<file path="src/rtl/tnn_pkg.sv">
// Shared types and width/weight helpers for the serial ternary classifier.
package tnn_pkg;

  typedef enum logic [2:0] {
    IDLE = 3'd0,
    L1   = 3'd1,
    L2   = 3'd2,
    ARG  = 3'd3,
    DONE = 3'd4
  } state_e;

  function automatic int acc1_bits(input int feat_bits, input int feat_cnt);
    return feat_bits + $clog2(feat_cnt + 1) + 1;
  endfunction

  function automatic int score_bits(input int hidden_cnt);
    return $clog2(hidden_cnt + 1) + 1;
  endfunction

  // POS and NEG both set is a zero weight, same as neither set.
  function automatic logic signed [31:0] ternary_sel(input logic pos, input logic neg,
                                                     input logic signed [31:0] val);
    logic signed [31:0] res;
    if (pos && !neg) begin
      res = val;
    end else if (neg && !pos) begin
      res = -val;
    end else begin
      res = 32'sd0;
    end
    return res;
  endfunction

endpackage

</file>
<file path="src/rtl/tnn_seq_classifier_if.sv">
// Feature-in / prediction-out handshake bundle of the classifier.
interface tnn_seq_classifier_if #(
  parameter int FEAT_CNT  = 12,
  parameter int FEAT_BITS = 4,
  parameter int CLASS_CNT = 6
);
  localparam int PRED_BITS = $clog2(CLASS_CNT);

  logic [FEAT_BITS*FEAT_CNT-1:0] data;
  logic                          in_valid;
  logic                          in_ready;
  logic [PRED_BITS-1:0]          prediction;
  logic                          out_valid;
  logic                          out_ready;

  modport master (output data, in_valid, out_ready,
                  input  in_ready, prediction, out_valid);
  modport slave  (input  data, in_valid, out_ready,
                  output in_ready, prediction, out_valid);
endinterface

</file>
<file path="src/rtl/tnn_acc_bank.sv">
// Bank of N signed accumulators; each lane adds +op, -op or 0 of one shared operand.
module tnn_acc_bank
  import tnn_pkg::*;
#(
  parameter int N = 2,
  parameter int W = 8
) (
  input  logic                clk,
  input  logic                rst,
  input  logic                clr_i,
  input  logic                en_i,
  input  logic [N-1:0]        pos_i,
  input  logic [N-1:0]        neg_i,
  input  logic signed [W-1:0] operand_i,
  output logic [N*W-1:0]      acc_o
);

  logic signed [W-1:0] acc_q [N];
  logic signed [W-1:0] acc_d [N];

  always_comb begin
    for (int i = 0; i < N; i++) begin
      acc_d[i] = acc_q[i];
      if (clr_i) begin
        acc_d[i] = {W{1'b0}};
      end else if (en_i) begin
        acc_d[i] = acc_q[i] + W'(ternary_sel(pos_i[i], neg_i[i],
                                             {{(32-W){operand_i[W-1]}}, operand_i}));
      end else begin
        acc_d[i] = acc_q[i];
      end
      acc_o[i*W +: W] = acc_q[i];
    end
  end

  always_ff @(posedge clk) begin
    if (!rst) begin
      for (int i = 0; i < N; i++) acc_q[i] <= {W{1'b0}};
    end else begin
      for (int i = 0; i < N; i++) acc_q[i] <= acc_d[i];
    end
  end

endmodule

</file>
<file path="src/rtl/tnn_seq_classifier.sv">
// Serial two-layer ternary NN: one feature per cycle, one hidden neuron per cycle,
// then a sequential argmax; the prediction is held until the consumer takes it.
module tnn_seq_classifier
  import tnn_pkg::*;
#(
  parameter int FEAT_CNT   = 12,
  parameter int FEAT_BITS  = 4,
  parameter int HIDDEN_CNT = 40,
  parameter int CLASS_CNT  = 6,
  parameter logic [FEAT_CNT*HIDDEN_CNT-1:0]  W1_POS = {(FEAT_CNT*HIDDEN_CNT){1'b0}},
  parameter logic [FEAT_CNT*HIDDEN_CNT-1:0]  W1_NEG = {(FEAT_CNT*HIDDEN_CNT){1'b0}},
  parameter logic [HIDDEN_CNT*CLASS_CNT-1:0] W2_POS = {(HIDDEN_CNT*CLASS_CNT){1'b0}},
  parameter logic [HIDDEN_CNT*CLASS_CNT-1:0] W2_NEG = {(HIDDEN_CNT*CLASS_CNT){1'b0}}
) (
  input logic                clk,
  input logic                rst,
  tnn_seq_classifier_if.slave bus
);

  localparam int A1W       = acc1_bits(FEAT_BITS, FEAT_CNT);
  localparam int SW        = score_bits(HIDDEN_CNT);
  localparam int PRED_BITS = $clog2(CLASS_CNT);
  localparam int MAXC      = (FEAT_CNT > HIDDEN_CNT) ?
                             ((FEAT_CNT > CLASS_CNT) ? FEAT_CNT : CLASS_CNT) :
                             ((HIDDEN_CNT > CLASS_CNT) ? HIDDEN_CNT : CLASS_CNT);
  localparam int CW        = (MAXC > 1) ? $clog2(MAXC) : 1;

  state_e                        state_q, state_d;
  logic [CW-1:0]                 cnt_q, cnt_d;
  logic [FEAT_BITS*FEAT_CNT-1:0] data_q, data_d;
  logic signed [SW-1:0]          best_val_q, best_val_d;
  logic [PRED_BITS-1:0]          best_idx_q, best_idx_d;
  logic [PRED_BITS-1:0]          pred_q, pred_d;
  logic                          in_ready_q, in_ready_d;
  logic                          out_valid_q, out_valid_d;

  logic                          acc1_clr_s, acc1_en_s, score_clr_s, score_en_s;
  logic [HIDDEN_CNT-1:0]         w1p_s, w1n_s;
  logic [CLASS_CNT-1:0]          w2p_s, w2n_s;
  logic [FEAT_BITS-1:0]          feat_s;
  logic signed [A1W-1:0]         x_op_s;
  logic signed [SW-1:0]          h_op_s;
  logic signed [SW-1:0]          cur_score_s;
  logic [HIDDEN_CNT*A1W-1:0]     acc1_s;
  logic [CLASS_CNT*SW-1:0]       score_s;

  tnn_acc_bank #(.N(HIDDEN_CNT), .W(A1W)) u_acc1 (
    .clk(clk), .rst(rst), .clr_i(acc1_clr_s), .en_i(acc1_en_s),
    .pos_i(w1p_s), .neg_i(w1n_s), .operand_i(x_op_s), .acc_o(acc1_s)
  );

  tnn_acc_bank #(.N(CLASS_CNT), .W(SW)) u_score (
    .clk(clk), .rst(rst), .clr_i(score_clr_s), .en_i(score_en_s),
    .pos_i(w2p_s), .neg_i(w2n_s), .operand_i(h_op_s), .acc_o(score_s)
  );

  // Next-state, counter, datapath steering and argmax tracking.
  always_comb begin
    state_d     = state_q;
    cnt_d       = cnt_q;
    data_d      = data_q;
    best_val_d  = best_val_q;
    best_idx_d  = best_idx_q;
    pred_d      = pred_q;
    acc1_clr_s  = 1'b0;
    acc1_en_s   = 1'b0;
    score_clr_s = 1'b0;
    score_en_s  = 1'b0;
    w1p_s       = {HIDDEN_CNT{1'b0}};
    w1n_s       = {HIDDEN_CNT{1'b0}};
    w2p_s       = {CLASS_CNT{1'b0}};
    w2n_s       = {CLASS_CNT{1'b0}};
    feat_s      = {FEAT_BITS{1'b0}};
    h_op_s      = {SW{1'b0}};
    cur_score_s = {SW{1'b0}};
    case (state_q)
      IDLE: begin
        if (bus.in_valid && in_ready_q) begin
          data_d      = bus.data;
          acc1_clr_s  = 1'b1;
          score_clr_s = 1'b1;
          cnt_d       = {CW{1'b0}};
          state_d     = L1;
        end else begin
          state_d = IDLE;
        end
      end
      L1: begin
        acc1_en_s = 1'b1;
        feat_s    = data_q[int'(cnt_q)*FEAT_BITS +: FEAT_BITS];
        w1p_s     = W1_POS[int'(cnt_q)*HIDDEN_CNT +: HIDDEN_CNT];
        w1n_s     = W1_NEG[int'(cnt_q)*HIDDEN_CNT +: HIDDEN_CNT];
        if (cnt_q == CW'(FEAT_CNT - 1)) begin
          cnt_d   = {CW{1'b0}};
          state_d = L2;
        end else begin
          cnt_d = cnt_q + {{(CW-1){1'b0}}, 1'b1};
        end
      end
      L2: begin
        score_en_s = 1'b1;
        w2p_s      = W2_POS[int'(cnt_q)*CLASS_CNT +: CLASS_CNT];
        w2n_s      = W2_NEG[int'(cnt_q)*CLASS_CNT +: CLASS_CNT];
        // A zero accumulator binarises to +1.
        if (acc1_s[int'(cnt_q)*A1W + A1W - 1]) begin
          h_op_s = {SW{1'b1}};
        end else begin
          h_op_s = {{(SW-1){1'b0}}, 1'b1};
        end
        if (cnt_q == CW'(HIDDEN_CNT - 1)) begin
          cnt_d   = {CW{1'b0}};
          state_d = ARG;
        end else begin
          cnt_d = cnt_q + {{(CW-1){1'b0}}, 1'b1};
        end
      end
      ARG: begin
        cur_score_s = score_s[int'(cnt_q)*SW +: SW];
        if ((cnt_q == {CW{1'b0}}) || (cur_score_s > best_val_q)) begin
          best_val_d = cur_score_s;
          best_idx_d = PRED_BITS'(cnt_q);
        end else begin
          best_val_d = best_val_q;
        end
        if (cnt_q == CW'(CLASS_CNT - 1)) begin
          cnt_d   = {CW{1'b0}};
          pred_d  = best_idx_d;
          state_d = DONE;
        end else begin
          cnt_d = cnt_q + {{(CW-1){1'b0}}, 1'b1};
        end
      end
      DONE: begin
        if (bus.out_ready) begin
          state_d = IDLE;
        end else begin
          state_d = DONE;
        end
      end
      default: begin
        state_d = IDLE;
      end
    endcase
    in_ready_d  = (state_d == IDLE);
    out_valid_d = (state_d == DONE);
  end

  assign x_op_s = {{(A1W-FEAT_BITS){1'b0}}, feat_s};

  // State and output registers.
  always_ff @(posedge clk) begin
    if (!rst) begin
      state_q     <= IDLE;
      cnt_q       <= {CW{1'b0}};
      data_q      <= {(FEAT_BITS*FEAT_CNT){1'b0}};
      best_val_q  <= {SW{1'b0}};
      best_idx_q  <= {PRED_BITS{1'b0}};
      pred_q      <= {PRED_BITS{1'b0}};
      in_ready_q  <= 1'b0;
      out_valid_q <= 1'b0;
    end else begin
      state_q     <= state_d;
      cnt_q       <= cnt_d;
      data_q      <= data_d;
      best_val_q  <= best_val_d;
      best_idx_q  <= best_idx_d;
      pred_q      <= pred_d;
      in_ready_q  <= in_ready_d;
      out_valid_q <= out_valid_d;
    end
  end

  assign bus.in_ready   = in_ready_q;
  assign bus.out_valid  = out_valid_q;
  assign bus.prediction = pred_q;

endmodule

</file>
<file path="src/flat_wrapper.sv">
// flat-port wrapper written by rule: the top's interface ports become plain ports
module tnn_seq_classifier_flat import tnn_pkg::*;
#(
  parameter int FEAT_CNT   = 12,
  parameter int FEAT_BITS  = 4,
  parameter int HIDDEN_CNT = 40,
  parameter int CLASS_CNT  = 6,
  parameter logic [FEAT_CNT*HIDDEN_CNT-1:0]  W1_POS = {(FEAT_CNT*HIDDEN_CNT){1'b0}},
  parameter logic [FEAT_CNT*HIDDEN_CNT-1:0]  W1_NEG = {(FEAT_CNT*HIDDEN_CNT){1'b0}},
  parameter logic [HIDDEN_CNT*CLASS_CNT-1:0] W2_POS = {(HIDDEN_CNT*CLASS_CNT){1'b0}},
  parameter logic [HIDDEN_CNT*CLASS_CNT-1:0] W2_NEG = {(HIDDEN_CNT*CLASS_CNT){1'b0}}
)
  (clk, rst, bus_data, bus_in_valid, bus_out_ready, bus_in_ready, bus_prediction, bus_out_valid);
  tnn_seq_classifier_if #(.FEAT_CNT(FEAT_CNT), .FEAT_BITS(FEAT_BITS), .CLASS_CNT(CLASS_CNT)) bus_i ();
  input logic clk;
  input logic rst;
  input wire logic [$bits(bus_i.data)-1:0] bus_data;
  input wire logic [$bits(bus_i.in_valid)-1:0] bus_in_valid;
  input wire logic [$bits(bus_i.out_ready)-1:0] bus_out_ready;
  output wire logic [$bits(bus_i.in_ready)-1:0] bus_in_ready;
  output wire logic [$bits(bus_i.prediction)-1:0] bus_prediction;
  output wire logic [$bits(bus_i.out_valid)-1:0] bus_out_valid;
  assign bus_i.data = bus_data;
  assign bus_i.in_valid = bus_in_valid;
  assign bus_i.out_ready = bus_out_ready;
  assign bus_in_ready = bus_i.in_ready;
  assign bus_prediction = bus_i.prediction;
  assign bus_out_valid = bus_i.out_valid;
  tnn_seq_classifier #(.FEAT_CNT(FEAT_CNT), .FEAT_BITS(FEAT_BITS), .HIDDEN_CNT(HIDDEN_CNT), .CLASS_CNT(CLASS_CNT), .W1_POS(W1_POS), .W1_NEG(W1_NEG), .W2_POS(W2_POS), .W2_NEG(W2_NEG)) u_core (.clk(clk), .rst(rst), .bus(bus_i));
endmodule
</file>
<file path="config.mk">
export PLATFORM = sky130hd
export DESIGN_NAME = tnn_seq_classifier_flat
export DESIGN_NICKNAME = d
export VERILOG_FILES = /design/src/rtl/tnn_pkg.sv /design/src/rtl/tnn_seq_classifier_if.sv /design/src/rtl/tnn_acc_bank.sv /design/src/rtl/tnn_seq_classifier.sv /design/src/flat_wrapper.sv
export SDC_FILE = /design/constraint.sdc
export NUM_CORES = 1
export LEC_CHECK = 0
export ABC_CLOCK_PERIOD_IN_PS = 3200
export CAP_MARGIN = 30
export CORE_AREA = 2 2 52 54
export DETAILED_ROUTE_END_ITERATION = 12
export DIE_AREA = 0 0 54 56
export PLACE_DENSITY_LB_ADDON = 0.2
export SYNTH_ARGS = -nofsm -noshare
export SYNTH_HDL_FRONTEND = slang
export SYNTH_SLANG_ARGS = --single-unit
</file>
<file path="constraint.sdc">
create_clock -name clk -period 3.2 [get_ports clk]
set_clock_uncertainty 0.05 [all_clocks]
set_input_delay 0.64 -clock clk [delete_from_list [all_inputs] [get_ports clk]]
set_output_delay 0.64 -clock clk [all_outputs]
set_load 0.02 [all_outputs]
</file>
==> impl_metrics.csv <==
group,metric,value,unit
timing,fmax,0.506,GHz
detailed_routing,drc,0,
timing,rsz0062_at_grt,"false",
placement,dp_cells,143,
critical_path,crit_slowest_cell,"dfxtp_1",
timing,maxSlewViolCount,0,
critical_path,crit_type,"reg2reg",
floorplan,dieArea,3020,sq um
detailed_routing,drt-total-wl,1.90,mm
floorplan,coreArea,2430,sq um
cts,cts_buffer_depth,2,
cells_and_area,layout.cells.non_filler,147,
floorplan,placementRows,18,
timing,min_period,1.98,ns
floorplan,start_util,0.382,
yosys,async_reset_ff_frac,0,
timing,tightest_slew,0.491,ns
yosys,synth_area_leaders,"dfxtp_1 (37%), nand2_1 (6.1%), ha_1 (4.0%)",
yosys,syn-cell-area,930,sq um
pwr,p_leak,0.360,nW
yosys,seq_area_frac_synth,0.366,
critical_path,max_stage_delay,0.39,ns
placement,gp_congestion,0.771,
grt,antenna_found_initial,0,
yosys,yosysMostFrequentCell,"dfxtp_1",
yosys,synth_ff_type,"dfxtp_1",
min_path,hold_path_class,"reg2reg",
pwr,vdd_drop_max,0.267,mV
run,maxCapViolCount,0,
cells_and_area,layout-drive-gt1-share,0.0684,
yosys,syn_nets,167,
cts,h-tree-depth,1,
cells_and_area,fin_area,1030,sq um
cts,ctsHoldBuffers,0,
grt,globalRouteOverflowTotal,0,
status,status,"complete, no violations",
cts,cts-resized-gates,0,
placement,io_buffers,8,
yosys,yosys.cell_types.count,41,
timing,hold_violations,0,
cts,clkTransAtPathRegs,0.11,ns
yosys,synth_seq_cells,17,
pwr,seqPwrFrac,0.574,
timing,finalSetupTns,0,ns
cells_and_area,nNetsFinal,173,
critical_path,crit_path_cell_trace,"ha_1, nor2b_4, a311o_1, a21boi_4, or3b_1, a21boi_1",
pwr,power.switching,0.103,mW
cts,cts.sinks,17,
critical_path,critPathRequiredTime,3.40,ns
detailed_routing,drt_iter0_markers,12,
cells_and_area,diodes,0,
critical_path,critPathArrivalTime,2.18,ns
cts,cts_tree,"built",
grt,grt_max_degree,18,
yosys,netlist.top_cell.by_area,"dfxtp_1",
yosys,synth-edff-count,0,
critical_path,end_kind,"register",
yosys,yosys_warnings,0,
floorplan,die-height,56,microns
yosys,avgSynthCellArea,8.30,sq um
pwr,p_int,0.280,mW
cts,cts-root-buf,"clkbuf_4",
cells_and_area,area.growth.synth_to_final,10.8,%
detailed_routing,dr.pass1.iters,4,
detailed_routing,routed-via-count,778,
pwr,powerDensity,372,nW/um^2
detailed_routing,ant_nets,0,
detailed_routing,vias_per_cell,5.29,
placement,place_hpwl,1.37,mm
floorplan,ioPinCount,57,
grt,grt_pass1_vias,740,
yosys,syn_inst,112,
cts,cts_made_buffers,3,
yosys,synthTopCellsByCount,"dfxtp_1 (17), nand2_1 (15), nor2_1 (7)",
timing,relSlewSlack,0.672,
grt,grt_usage,0.151,
pwr,power,0.383,mW
pwr,switching_share,0.269,
cts,insertion_delay,0.31,ns
critical_path,cp_max_fo,7,
floorplan,fp.dieW,54,microns
grt,grt_pass1_wl,3.30,mm
pwr,pwr-share-clk,0.331,
yosys,synth.top_cell.area_share,0.366,
timing,finalSetupViolCount,0,
detailed_routing,routedWlPerCell,12.9,microns
cts,cts_setup_buffers,0,
pwr,p_comb_frac,0.095,
placement,placed_area,1000,sq um
critical_path,startpoint_type,"register",
timing,timing.final.crit_share,0.617,
worst paths after layout:
path                        startpoint                    to  slack (ns)  cells past startpoint
setup / recovery       u_core.cnt_q[0]       u_core.cnt_q[1]        1.22                      6
hold / removal    u_core.best_idx_q[2]  u_core.best_idx_q[2]        0.40                      2
setup reg to reg       u_core.cnt_q[0]       u_core.cnt_q[1]        1.22                      6
hold reg to reg   u_core.best_idx_q[2]  u_core.best_idx_q[2]        0.40                      2
layer usage:
layer,vias up,GRT usage,routed length (microns)
met5,-,0,0
met4,0,0.0429,25
met3,4,0.0591,76
met2,14,0.233,878
met1,353,0.191,919
li1,407,-,-
cells by family after synthesis:
| kind of cell | after synthesis | synth area share |
|---|---|---|
| buffers and inverters | 11 | 0.0673 |
| and+or+nand+nor | 53 | 0.303 |
| DFF | 17 | 0.366 |
| adders and majority gates | 3 | 0.0404 |
| AOI/OAI and AO/OA | 28 | 0.223 |
registers in the layout, indices dropped and copies added (netlist names):
signal / count
u_core.cnt_q: 6
u_core.best_idx_q: 3
u_core.state_q: 3
u_core.bus.prediction: 3
u_core.bus.out_valid: 1
u_core.bus.in_ready: 1
power groups by stage:
stage / Clock (mW) / Sequential, mW / Combinational [mW]
floorplan: 0 / 0.224 / 0.0247
finish: 0.127 / 0.220 / 0.0364
detailed placement: 0 / 0.225 / 0.0367
global placement: 0 / 0.225 / 0.0366
CTS: 0.131 / 0.220 / 0.0368
global route: 0.138 / 0.221 / 0.0408
cells in the final DEF, fill, tap and decap left out, types with 2 or more instances in the layout:
cell,count
a21boi_0,3
a21boi_1,3
a21oi_1,3
and2_1,4
clkbuf_4,3
clkdlybuf4s50_1,8
dfxtp_1,17
ha_1,3
inv_1,4
nand2_1,15
nand3_1,6
nand3b_1,2
nand4_1,2
nor2_1,7
nor2b_1,4
nor3_1,4
nor4_1,2
o21ai_0,6
or2b_1,2
area by class of cell:
type	instances	area, sq um
inverters	4	15.0
repair buffers	8	80.1
flip-flops and latches	17	340
clock inverters	1	7.51
fillers	262	1400
clock buffers	3	22.5
well taps	30	37.5
multi-input cells	84	527
per-stage QoR:
stage / hold slack, ns / utilization / setup slack (ns)
after detailed placement: 0.381 / 0.411 / 1.25
final: 0.395 / 0.423 / 1.22
after CTS: 0.398 / 0.423 / 1.22
after floorplan: 0.360 / - / 1.41
after global routing: 0.422 / 0.423 / 1.12
after global placement: 0.377 / 0.411 / 1.27
worst max-delay path, delay by kind of cell (launching register included):
kind	cells	cell delay, ns
compound gates	3	0.70
fa+ha+maj	1	0.27
flops	1	0.39
simple gates	2	0.50
No activity file was read; power rests on OpenSTA's default activity.
==> RTL edit: new RTL, same flow settings <==
`FEAT_BITS` is set to 4 in 3 places; all go to 5.
--- a/src/rtl/tnn_seq_classifier_if.sv
+++ b/src/rtl/tnn_seq_classifier_if.sv
@@ -2,5 +2,5 @@
 interface tnn_seq_classifier_if #(
   parameter int FEAT_CNT  = 12,
-  parameter int FEAT_BITS = 4,
+  parameter int FEAT_BITS = 5,
   parameter int CLASS_CNT = 6
 );
--- a/src/rtl/tnn_seq_classifier.sv
+++ b/src/rtl/tnn_seq_classifier.sv
@@ -5,5 +5,5 @@
 #(
   parameter int FEAT_CNT   = 12,
-  parameter int FEAT_BITS  = 4,
+  parameter int FEAT_BITS  = 5,
   parameter int HIDDEN_CNT = 40,
   parameter int CLASS_CNT  = 6,
--- a/src/flat_wrapper.sv
+++ b/src/flat_wrapper.sv
@@ -3,5 +3,5 @@
 #(
   parameter int FEAT_CNT   = 12,
-  parameter int FEAT_BITS  = 4,
+  parameter int FEAT_BITS  = 5,
   parameter int HIDDEN_CNT = 40,
   parameter int CLASS_CNT  = 6,
Interface: changed (resized bus_data); port bits go from 57 to 69. The function was not compared with the original's and may differ.
==> RTL edit against the unedited design <==
Routed wire length shrank 1.3%. Worst hold slack gained 0.036 ns. Sequential cell count is the same. Worst setup slack lost 0.070 ns. Register-to-register slack gained 0.28 ns. Final area grew 2.3%. Total power shrank 2.5%. Synthesized area grew 0.40%.
==> RTL edit: results (changes against the unedited design) <==
- R2R setup slack: 1.50 ns (+0.28 ns)
- Pwr dens: 354.7 nW/µm² (-4.7%)
- Kind of cell adding the most delay to the critical path: buffers and inverters
- Post-synthesis mux area share: 3.217% (+3.2 points)
- Fillers: 245 (-6.5%)
- Total track usage: 13.75% (-1.3 points)
- Post-Syn Instances: 104 (-7.1%)
- CP max FO: 14 (+7)
- HP Start: u_core.bus.prediction[2]$_SDFFE_PN0P_
- DP Worst Slack: 0.8567 ns (-0.3951 ns)
- Hold_ws: 0.4313 ns (+0.03592 ns)
- Drt total wl: 1876 µm (-1.3%)
- Reg2reg start: u_core.cnt_q[1]$_SDFFE_PN0P_
- Vias in the first global route: 706 (-4.6%)
- Non-Filler Instances: 142 (-3.4%)
- HPWL after DPL: 1319 µm (-3.4%)
- Largest net degree at the start of global routing: 15 (-3)
- Largest cells by area after synthesis: dfxtp_1 (36%), ha_1 (4.0%), nor2b_1 (4.0%)
- Slew @ Worst Pin: 0.5653 ns (+0.07409 ns)
- Seq/Total Area, Yosys: 36.46% (-0.15 points)
- Vias: 798 (+2.6%)
- Lkg Pwr: 0.0004358 µW (+21%)
- Startpoint Class: input port
- Placer Congestion: 0.8060 (+4.5%)
- Worst Path Arrival: 2.23 ns (+0.05 ns)
- Post-Place Cell Area: 1027 µm² (+2.8%)
- Worst Hold End: u_core.bus.prediction[2]$_SDFFE_PN0P_
- 1st-iter DRT viols: 24 (+12)
- Post-synthesis net count: 171 (+2.4%)
- Final Net Count: 180 (+4.0%)
- Slowest cell on the critical path: clkdlybuf4s50_1
- Post-synth top area share: 36.46% (-0.15 points)
- Outcome: completed
- Top post-synthesis cells by count: dfxtp_1 (17), nand2_1 (7), nor2_1 (7)
RTL edit: changes by cell type after synthesis, sizes merged, moves of 2 or more:
cell,delta
a21boi,-5
o21ai,-2
and2,-2
and3,+2
mux2i,+3
a31oi,+3
buf,-2
nor3,-3
nand2,-8
or2b,-2
nand2b,+2
and3b,+5
inv,+2
RTL edit: worst max path at each step:
stage / endpoint / slack (ns) / cells past startpoint
after floorplan: u_core.bus.in_ready$_SDFF_PN0_ / 1.71 / 7
after global placement: u_core.cnt_q[2]$_SDFFE_PN0P_ / 0.92 / 4
after detailed placement: u_core.cnt_q[2]$_SDFFE_PN0P_ / 0.86 / 4
after CTS: u_core.cnt_q[2]$_SDFFE_PN0P_ / 1.16 / 4
after global routing: u_core.cnt_q[2]$_SDFFE_PN0P_ / 1.08 / 4
final: u_core.cnt_q[2]$_SDFFE_PN0P_ / 1.15 / 4
RTL edit: power breakdown:
| part | leakage (µW) | switching (µW) | total, µW | internal [µW] |
|---|---|---|---|---|
| clock network | 0.0000150 | 69.1 | 118 | 48.5 |
| registers | 0.000138 | 5.01 | 220 | 215 |
| logic | 0.000283 | 20.1 | 36.2 | 16.1 |
| total | 0.000436 | 94.2 | 374 | 279 |
RTL edit: area by class of cell:
type | count | area share (%)
multi-input combinational | 77 | 51.90
tap | 30 | 3.563
clock buffer | 4 | 2.494
inverter | 6 | 2.138
sequential | 17 | 32.30
timing repair buffer | 8 | 7.601
RTL edit: metal layers:
metal  wire, µm  track usage [%]  part of all wire (%)
met5          0                0                     0
met4         38            6.429                   2.0
met3        145            3.495                   7.7
met2        815            20.56                    43
met1        877            18.06                    47
